==> config.mk <==
export PLATFORM = sky130hd
export DESIGN_NAME = pipe_sched
export DESIGN_NICKNAME = d
export VERILOG_FILES = /design/src/rtl/pipe_sched.sv
export SDC_FILE = /design/constraint.sdc
export NUM_CORES = 1
export LEC_CHECK = 0
export ABC_CLOCK_PERIOD_IN_PS = 6600
export CORE_UTILIZATION = 39
export DETAILED_ROUTE_END_ITERATION = 10
export DONT_BUFFER_PORTS = 1
export SYNTH_ARGS = -nofsm -noshare
export SYNTH_HDL_FRONTEND = slang
export SYNTH_SLANG_ARGS = --single-unit
==> constraint.sdc <==
create_clock -name clk_i -period 6.6 [get_ports clk_i]
set_clock_uncertainty 0.15 [all_clocks]
set_input_delay 0.66 -clock clk_i [delete_from_list [all_inputs] [get_ports clk_i]]
set_output_delay 0.66 -clock clk_i [all_outputs]
set_load 0.005 [all_outputs]
==> src/rtl/pipe_sched.sv <==
// ---------------------------------------------------------------------------------------------
// pipe_sched: allocator / retirement tracker for a set of parallel speculative pipes.
//
// Each pipe is FREE, ACTIVE or DRAIN. Live pipes form a single chain rooted at the primary
// (non-speculative) pipe, where every pipe has at most one live child. A fork hands the lowest
// free pipe to the alternate path of a branch in an active parent. A resolve either squashes
// the child together with everything below it (keep=0), or squashes the parent and splices the
// child into the parent's place in the chain (keep=1). A squashed pipe drains for drain_cycles
// cycles and then returns to FREE.
//
// Parameters
//   s_pipe_cnt   number of pipes (default 3)
//   drain_cycles cycles a squashed pipe spends in DRAIN, minimum 1 (default 4)
//
// Ports
//   clk_i            clock, rising edge
//   rst_i            synchronous active-high reset: pipe 0 ACTIVE and root, all others FREE
//   fork_valid_i     request a spare pipe for a branch in pipe fork_parent_i
//   fork_parent_i    requesting pipe id
//   fork_ready_o     a FREE pipe exists and no halt is pending
//   fork_ack_o       fork accepted this cycle (combinational)
//   fork_pipe_o      child pipe id, valid with fork_ack_o (combinational)
//   resolve_valid_i  branch that created child resolve_pipe_i has resolved
//   resolve_pipe_i   child pipe id being resolved
//   resolve_keep_i   1: child path correct, parent squashed; 0: child squashed
//   pipe_en_o        per-pipe enable, 1 while ACTIVE
//   pipe_flush_o     per-pipe flush, 1 while in DRAIN
//   primary_o        root pipe id
//   halt_req_i       debug halt request
//   halted_o         speculation retired and forks blocked
//
// Configuration
//   PIPE_SCHED_HALT_EN  when defined, halt_req_i blocks forks and halted_o reports quiescence.
//                       When undefined, halt_req_i is ignored and halted_o is tied low.
// ---------------------------------------------------------------------------------------------
module pipe_sched #(
    parameter int unsigned s_pipe_cnt   = 3,
    parameter int unsigned drain_cycles = 4,
    localparam int unsigned PW = (s_pipe_cnt > 1) ? $clog2(s_pipe_cnt) : 1
) (
    input  logic                  clk_i,
    input  logic                  rst_i,
    input  logic                  fork_valid_i,
    input  logic [PW-1:0]         fork_parent_i,
    output logic                  fork_ready_o,
    output logic                  fork_ack_o,
    output logic [PW-1:0]         fork_pipe_o,
    input  logic                  resolve_valid_i,
    input  logic [PW-1:0]         resolve_pipe_i,
    input  logic                  resolve_keep_i,
    output logic [s_pipe_cnt-1:0] pipe_en_o,
    output logic [s_pipe_cnt-1:0] pipe_flush_o,
    output logic [PW-1:0]         primary_o,
    input  logic                  halt_req_i,
    output logic                  halted_o
);

    localparam int unsigned CW = (drain_cycles > 1) ? $clog2(drain_cycles) : 1;
    // Counter is loaded with drain_cycles-1 and the pipe frees on the cycle after it hits 0,
    // giving exactly drain_cycles cycles of DRAIN.
    localparam logic [CW-1:0] DrainLoad = CW'(drain_cycles - 1);

    typedef enum logic [1:0] {
        StFree,
        StActive,
        StDrain
    } pipe_st_e;

    // Per-pipe state
    pipe_st_e              state_q  [s_pipe_cnt];
    pipe_st_e              state_d  [s_pipe_cnt];
    logic     [PW-1:0]     parent_q [s_pipe_cnt];
    logic     [PW-1:0]     parent_d [s_pipe_cnt];
    logic     [CW-1:0]     cnt_q    [s_pipe_cnt];
    logic     [CW-1:0]     cnt_d    [s_pipe_cnt];
    logic [s_pipe_cnt-1:0] has_child_q, has_child_d;
    logic [PW-1:0]         primary_q, primary_d;

    // Decoded per-pipe views
    logic [s_pipe_cnt-1:0] active, draining, free_vec;
    logic [s_pipe_cnt-1:0] root_hit, res_hit, res_par_hit, par_hit, fork_hit;
    logic [s_pipe_cnt-1:0] squash;
    logic [PW-1:0]         res_par, res_grand;
    logic                  res_ok;
    logic                  any_free;
    logic                  halt_block;

    // ------------------------------------------------------------------------------------------
    // Decode: resolve qualification, squash set, fork grant
    // ------------------------------------------------------------------------------------------
    always_comb begin
        logic [s_pipe_cnt-1:0] sq;
        logic                  found;

        active      = '0;
        draining    = '0;
        free_vec    = '0;
        root_hit    = '0;
        res_hit     = '0;
        res_par_hit = '0;
        par_hit     = '0;
        fork_hit    = '0;
        res_par     = '0;
        res_grand   = '0;
        fork_pipe_o = '0;
        found       = 1'b0;
        sq          = '0;

        for (int unsigned i = 0; i < s_pipe_cnt; i++) begin
            active[i]   = (state_q[i] == StActive);
            draining[i] = (state_q[i] == StDrain);
            free_vec[i] = (state_q[i] == StFree);
            root_hit[i] = (primary_q == PW'(i));
            res_hit[i]  = (resolve_pipe_i == PW'(i));
            par_hit[i]  = (fork_parent_i == PW'(i));
            if (res_hit[i]) begin
                res_par = parent_q[i];
            end
            // Priority pick of the lowest-index free pipe
            if (free_vec[i] && !found) begin
                fork_pipe_o = PW'(i);
                fork_hit[i] = 1'b1;
                found       = 1'b1;
            end
        end

        for (int unsigned i = 0; i < s_pipe_cnt; i++) begin
            res_par_hit[i] = (res_par == PW'(i));
            if (res_par_hit[i]) begin
                res_grand = parent_q[i];
            end
        end

        any_free = |free_vec;

        // Out-of-range ids never hit, so they are ignored along with FREE/DRAIN/root targets.
        res_ok = resolve_valid_i && |(res_hit & active) && !(|(res_hit & root_hit));

        if (res_ok) begin
            if (resolve_keep_i) begin
                sq = res_par_hit;
            end else begin
                // Walk down the chain: each pass can add the next descendant.
                sq = res_hit;
                for (int unsigned k = 1; k < s_pipe_cnt; k++) begin
                    for (int unsigned j = 0; j < s_pipe_cnt; j++) begin
                        if (active[j] && !root_hit[j] && !sq[j]) begin
                            for (int unsigned m = 0; m < s_pipe_cnt; m++) begin
                                if (sq[m] && (parent_q[j] == PW'(m))) begin
                                    sq[j] = 1'b1;
                                end
                            end
                        end
                    end
                end
            end
        end
        squash = sq;

        fork_ready_o = any_free && !halt_block;
        // Reset overrides any same-cycle fork; a parent squashed this cycle cannot fork.
        fork_ack_o   = fork_valid_i && fork_ready_o && !rst_i &&
                       |(par_hit & active & ~has_child_q & ~sq);
    end

    // ------------------------------------------------------------------------------------------
    // Next state
    // ------------------------------------------------------------------------------------------
    always_comb begin
        state_d     = state_q;
        parent_d    = parent_q;
        cnt_d       = cnt_q;
        has_child_d = has_child_q;
        primary_d   = primary_q;

        for (int unsigned i = 0; i < s_pipe_cnt; i++) begin
            if (state_q[i] == StDrain) begin
                if (cnt_q[i] == '0) begin
                    state_d[i] = StFree;
                end else begin
                    cnt_d[i] = cnt_q[i] - 1'b1;
                end
            end

            if (squash[i]) begin
                state_d[i]     = StDrain;
                cnt_d[i]       = DrainLoad;
                has_child_d[i] = 1'b0;
            end

            // keep=0: the surviving parent loses its child
            if (res_ok && !resolve_keep_i && res_par_hit[i]) begin
                has_child_d[i] = 1'b0;
            end

            // keep=1: the child takes over its parent's place in the chain
            if (res_ok && resolve_keep_i && res_hit[i]) begin
                parent_d[i] = res_grand;
            end

            if (fork_ack_o && fork_hit[i]) begin
                state_d[i]     = StActive;
                parent_d[i]    = fork_parent_i;
                has_child_d[i] = 1'b0;
                cnt_d[i]       = '0;
            end

            if (fork_ack_o && par_hit[i]) begin
                has_child_d[i] = 1'b1;
            end
        end

        if (res_ok && resolve_keep_i && (res_par == primary_q)) begin
            primary_d = resolve_pipe_i;
        end
    end

    // ------------------------------------------------------------------------------------------
    // State registers
    // ------------------------------------------------------------------------------------------
    always_ff @(posedge clk_i) begin
        if (rst_i) begin
            for (int unsigned i = 0; i < s_pipe_cnt; i++) begin
                state_q[i]  <= (i == 0) ? StActive : StFree;
                parent_q[i] <= '0;
                cnt_q[i]    <= '0;
            end
            has_child_q <= '0;
            primary_q   <= '0;
        end else begin
            state_q     <= state_d;
            parent_q    <= parent_d;
            cnt_q       <= cnt_d;
            has_child_q <= has_child_d;
            primary_q   <= primary_d;
        end
    end

    // ------------------------------------------------------------------------------------------
    // Outputs
    // ------------------------------------------------------------------------------------------
    assign pipe_en_o    = active;
    assign pipe_flush_o = draining;
    assign primary_o    = primary_q;

`ifdef PIPE_SCHED_HALT_EN
    assign halt_block = halt_req_i;
    // With forks blocked the quiescent condition cannot be lost again while halt is held.
    assign halted_o   = halt_req_i && ((active & ~root_hit) == '0) && (draining == '0);
`else
    logic unused_halt_req;
    assign unused_halt_req = halt_req_i;
    assign halt_block      = 1'b0;
    assign halted_o        = 1'b0;
`endif

endmodule

### Yosys cells after proc, flatten, opt, wreduce, memory -nomap -nowiden

Cells that the tools add are included.
W data, S select, Z words.

| cells by class | value |
|---|---|
| $add $sub $neg | 3 |
| multiplexer cells | 98 |
| divide/modulo/power cells | 0 |
| $lt $le $gt $ge | 0 |
| multipliers | 0 |
| reduce and logical (&&, ||, !) cells | 107 |
| bitwise operators | 7 |
| eq/ne operators | 24 |
| shift operators | 0 |

Operator list:

| cell | number |
|---|---|
| $mux W1 | 65 |
| $mux W2 | 31 |
| $logic_and A1 B1 Y1 | 49 |
| $logic_not A2 Y1 | 13 |
| $eq A2 B1 Y1 const B | 10 |
| $eq A2 B2 Y1 const B | 10 |
| $reduce_bool A2 Y1 | 9 |
| $reduce_and A2 Y1 | 8 |
| $and A3 B3 Y3 | 5 |
| $logic_not A1 Y1 | 14 |
| $reduce_bool A3 Y1 | 4 |
| $reduce_bool A4 Y1 | 3 |
| $reduce_or A3 Y1 | 4 |
| $mux W3 | 2 |
| $ne A2 B2 Y1 const B | 3 |
| $not A3 Y3 | 2 |
| $reduce_or A2 Y1 | 3 |
| $sub A2 B1 Y2 const B | 3 |
| $eq A2 B2 Y1 | 1 |

| word-level totals | value |
|---|---|
| memories | 0 |
| input port bits | 10 |
| bits in writable memories | 0 |
| memory bits (read-only) | 0 |
| register bits | 23 |
| bits in latches | 0 |

### Longest topological paths before layout

| depth | value |
|---|---|
| depth after elaboration | 62 |
| gate-level depth with buffers | 10 |

### Worst setup path before layout

No wires, ideal clock.

| timing | value |
|---|---|
| kind | input-to-output |
| start | input port resolve_pipe_i[1] |
| end | output port fork_ack_o |
| setup slack | 3.393 ns |
| data arrival time | 2.397 ns |
| required time | 5.790 ns |
| stages | 9 |
| buffers on the path | 1 |
| cells stage by stage | buf_6 -> or3b_1 -> a2111oi_2 -> o211ai_1 -> nand3_2 -> a32oi_4 -> a22o_1 -> o211ai_2 -> inv_1 |

| between the ends | value |
|---|---|
| longest elaborated chain between the ends | 59 |
| elaborated cells between the ends (all ways) | 98 |

RTL lines:

| what | line | text |
|---|---|---|
| start, declared | 49 | `input logic [PW-1:0] resolve_pipe_i,` |
| $logic_not A2 Y1 | 114 | `res_hit[i] = (resolve_pipe_i == PW'(i));` |
| $logic_and A1 B1 Y1 | 149 | `if (sq[m] && (parent_q[j] == PW'(m))) begin` |
| $mux W1 (3 in a row) | 149 |  |
| $mux W1 | 147 | `if (active[j] && !root_hit[j] && !sq[j]) begin` |
| $mux W1 | 140 | `if (resolve_keep_i) begin` |
| $mux W1 | 139 | `if (res_ok) begin` |
| $logic_and A1 B1 Y1 | 149 |  |
| $mux W1 | 149 |  |
| [... 41 more ...] | -- |  |
| $mux W1 | 149 |  |
| $mux W1 | 147 |  |
| $mux W3 | 140 |  |
| $mux W3 (*) | 139 |  |
| $not A3 Y3 (*) | 163 | `\|(par_hit & active & ~has_child_q & ~sq);` |
| $and A3 B3 Y3 (*) | 163 |  |
| $reduce_or A3 Y1 (*) | 163 |  |
| $logic_and A1 B1 Y1 (*) | 162 | `fork_ack_o = fork_valid_i && fork_ready_o && !rst_i &&` |
| end, declared | 46 | `output logic fork_ack_o,` |

Mark *: on every way between the ends. The rest lies on a longest branch, timed or not. The select of a mux whose other input is x is not followed.

### Final worst setup path

| timing | value |
|---|---|
| start | register state_q[4] (netlist name) |
| end | output port fork_ack_o |

| between the ends | value |
|---|---|
| longest elaborated chain between the ends | 57 |
| elaborated cells between the ends (all ways) | 82 |

RTL lines:

| what | line | text |
|---|---|---|
| start, declared | 70 | `pipe_st_e state_q [s_pipe_cnt];` |
| start signal, assigned by index | 224 | `state_q[i] <= (i == 0) ? StActive : StFree;` |
| start signal, assigned | 231 | `state_q <= state_d;` |
| $eq A2 B1 Y1 | 110 | `active[i] = (state_q[i] == StActive);` |
| $logic_and A1 B1 Y1 (2 in a row) | 147 |  |
| $mux W1 | 147 |  |
| $mux W1 | 140 |  |
| $mux W1 | 139 |  |
| $logic_and A1 B1 Y1 | 149 |  |
| $mux W1 | 149 |  |
| $mux W1 | 147 |  |
| [... 40 more ...] | -- |  |
| $mux W1 | 149 |  |
| $mux W1 | 147 |  |
| $mux W3 | 140 |  |
| $mux W3 | 139 |  |
| $not A3 Y3 | 163 |  |
| $and A3 B3 Y3 | 163 |  |
| $reduce_or A3 Y1 | 163 |  |
| $logic_and A1 B1 Y1 (*) | 162 |  |

Marked as above.

==> results.txt <==
status - finished with violations
failing checks - DRC
first-pass GRT wire length - 7.631 mm
Logic pwr share - 12.2%
gr ovfl total - 0
Mapped Area - 1833 um^2
die height - 70.56 um
# hold bufs at CTS - 0
P&R area growth vs syn - 3.481%
post-route setup slack - 3.068 ns
library cells used by synthesis - 52
IO Port Bufs - 0
FF+latch count, synth - 23
dpl ws - 3.186 ns
CP Data Required Time - 5.79 ns
met3 global-route usage - 4.416%
postcts setup bufs - 0
Int Power - 0.1977 mW
Post-synth EDFFs - 0
total track usage - 19.23%
Resized cells post-CTS - 0
DIE AREA - 4978 um^2
vias in the first global route - 1559
layer with the highest usage - met2
initial core utilization - 41.24%
CTS H-tree lvls - 1
endpoints failing hold - 0
Seq/Total Area, Yosys - 25.12%
Routed WL per cell - 15.84 um
final HPWL from detailed placement - 3.379 mm
startpoint types - register
Worst setup EP type - primary output
Antenna Nets Post-Route - 0
grt met2 use - 30.20%
CTS tree - built
drt total wl - 4.418 mm
Tightest Hold Check Type - primary input to register
core area - 4444 um^2
final core occ - 42.68%
fmax - 283.1 MHz
RePlAce Congestion - 0.9032
Sw Pwr - 0.07293 mW
prevailing post-synth register cell - dfxtp_1
cts bufs inserted - 3
clock sink count - 23
# nets final - 241
root cell of the clock tree - clkbuf_8
RSZ-0062 raised after global routing - no
clock share of power - 34.4%
CP max stage cell - dfxtp_1
commonest non-fill, non-tap cell in the layout - dfxtp_1
CP max FO - 9
layout cell share with drive strength beyond 1 - 8.811%
Worst-path clk slew - 0.09 ns
drt initial violations - 177
Avg Cell Area, Syn - 7.901 um^2
IO Pins - 23
syn_nets - 245
Syn Inst Count - 232
die width - 70.56 um
largest net degree at the start of global routing - 29
pwr/cell area - 142.7 nW/um^2
commonest cells after routing, fill and taps aside - dfxtp_1 (23), nor2_1 (22), nand2_1 (19), inv_1 (16)
Clk Latency, worst-skew pair - 0.27 ns
static leakage - 0.6425 nW
met1 GRT Util - 26.98%
Inserted Diodes - 0
drt drc - 2
fraction of registers with async set/reset - 0%
total number of vias - 1646
Worst IR Drop VDD - 0.1164 mV
Worst Max-Slew Pin Slew - 0.5899 ns
endpoints failing setup - 0
CP arrival - 2.72 ns
crit path time final - 3.532 ns
slew margin rel. - 60.67%
yosys warns - 0
initial antenna violation count - 0
worst setup path class - register to primary output
Sw Share - 26.95%
sequential group share of total power - 53.3%
first drt pass iteration count - 7
final period utilization - 53.52%
max-slew violations - 0
Largest stage delay, worst path - 0.46 ns
max cap viols - 0
Rows - 24
CP Cell Sequence - or3b_1 -> a21oi_1 -> o21a_1 -> and2_1 -> a31oi_4 -> a22o_1 -> o211ai_2 -> inv_1
vias per cell - 5.900
Bufs on Longest Clock Path - 2
setup_tns - 0 ns
## metal layers
metal | routed length, um | part of all wire (%) | up-vias
met5 | 0 | 0 | -
met4 | 42 | 0.95 | 0
met3 | 183 | 4.1 | 4
met2 | 1953 | 44 | 32
met1 | 2239 | 51 | 785
li1 | - | - | 825
## synthesized netlist by cell type (4+ instances only)
master     n  share of area (%)
a211oi_1  11                4.5
a21oi_1   12                3.3
buf_2      4                1.1
dfxtp_1   23                 25
inv_1     16                3.3
mux2i_1    9                4.9
nand2_1   19                3.9
nand2b_1  12                4.1
nor2_1    22                4.5
nor2b_1   12                4.1
nor3_1     7                1.9
nor4_1     4                1.4
o211ai_1   5                2.0
o21ai_0    9                2.5
xnor2_1    6                2.9
## layout make-up
type,count,area (um^2)
clock inverters,1,7.507
inverters,16,60.06
well taps,52,65.06
clock buffers,3,41.29
flip-flops and latches,23,460.4
fillers,459,2547
multi-input cells,184,1262
## state kept, by name (all words and copies together) (netlist names)
signal       flops
cnt_q            6
parent_q         6
state_q          6
has_child_q      3
primary_o        2
## worst max-delay path: cells and delay by family (launching register included)
family | cells | cell delay, ns
AO/OA/AOI/OAI | 5 | 1.29
buffers and inverters | 1 | 0.09
flip-flops | 1 | 0.46
AND/OR/NAND/NOR | 2 | 0.60
## kinds of logic after synthesis
kind of cell	count (synthesis)	share of synthesized area, %
fa+ha+maj	3	2.048
compound gates	65	29.01
other cells	1	0.2046
buf+inv	25	6.007
mux	11	6.143
simple gates	97	28.12
flops	23	25.12
xor+xnor	7	3.345
## worst paths after layout
kind	start	cells past startpoint	slack [ns]	endpoint
worst min register to register	has_child_q[1]	2	0.34	has_child_q[1]
worst min-delay path	rst_i	1	0.29	state_q[2]
worst max register to register	state_q[4]	8	3.77	state_q[4]
worst max-delay path	state_q[4]	8	3.07	fork_ack_o
## power groups by stage
stage / logic [mW] / clock network [mW] / registers [mW]
floorplan: 0.0329 / 0 / 0.146
global placement: 0.0325 / 0 / 0.148
detailed placement: 0.0328 / 0 / 0.148
CTS: 0.0330 / 0.0958 / 0.144
global route: 0.0368 / 0.104 / 0.145
finish: 0.0331 / 0.0932 / 0.144
## metrics by stage
stage          cells  area, um^2  total power [mW]  hold WS, ns
2_1_floorplan    232        1833            0.1791       0.3078
3_3_place_gp     275        1848            0.1800       0.3222
3_5_place_dp     275        1848            0.1804       0.3252
4_1_cts          279        1897            0.2731       0.2859
5_1_grt          279        1897            0.2852       0.2739
6_report         279        1897            0.2706       0.2920
(Power assumes the default switching activity.)
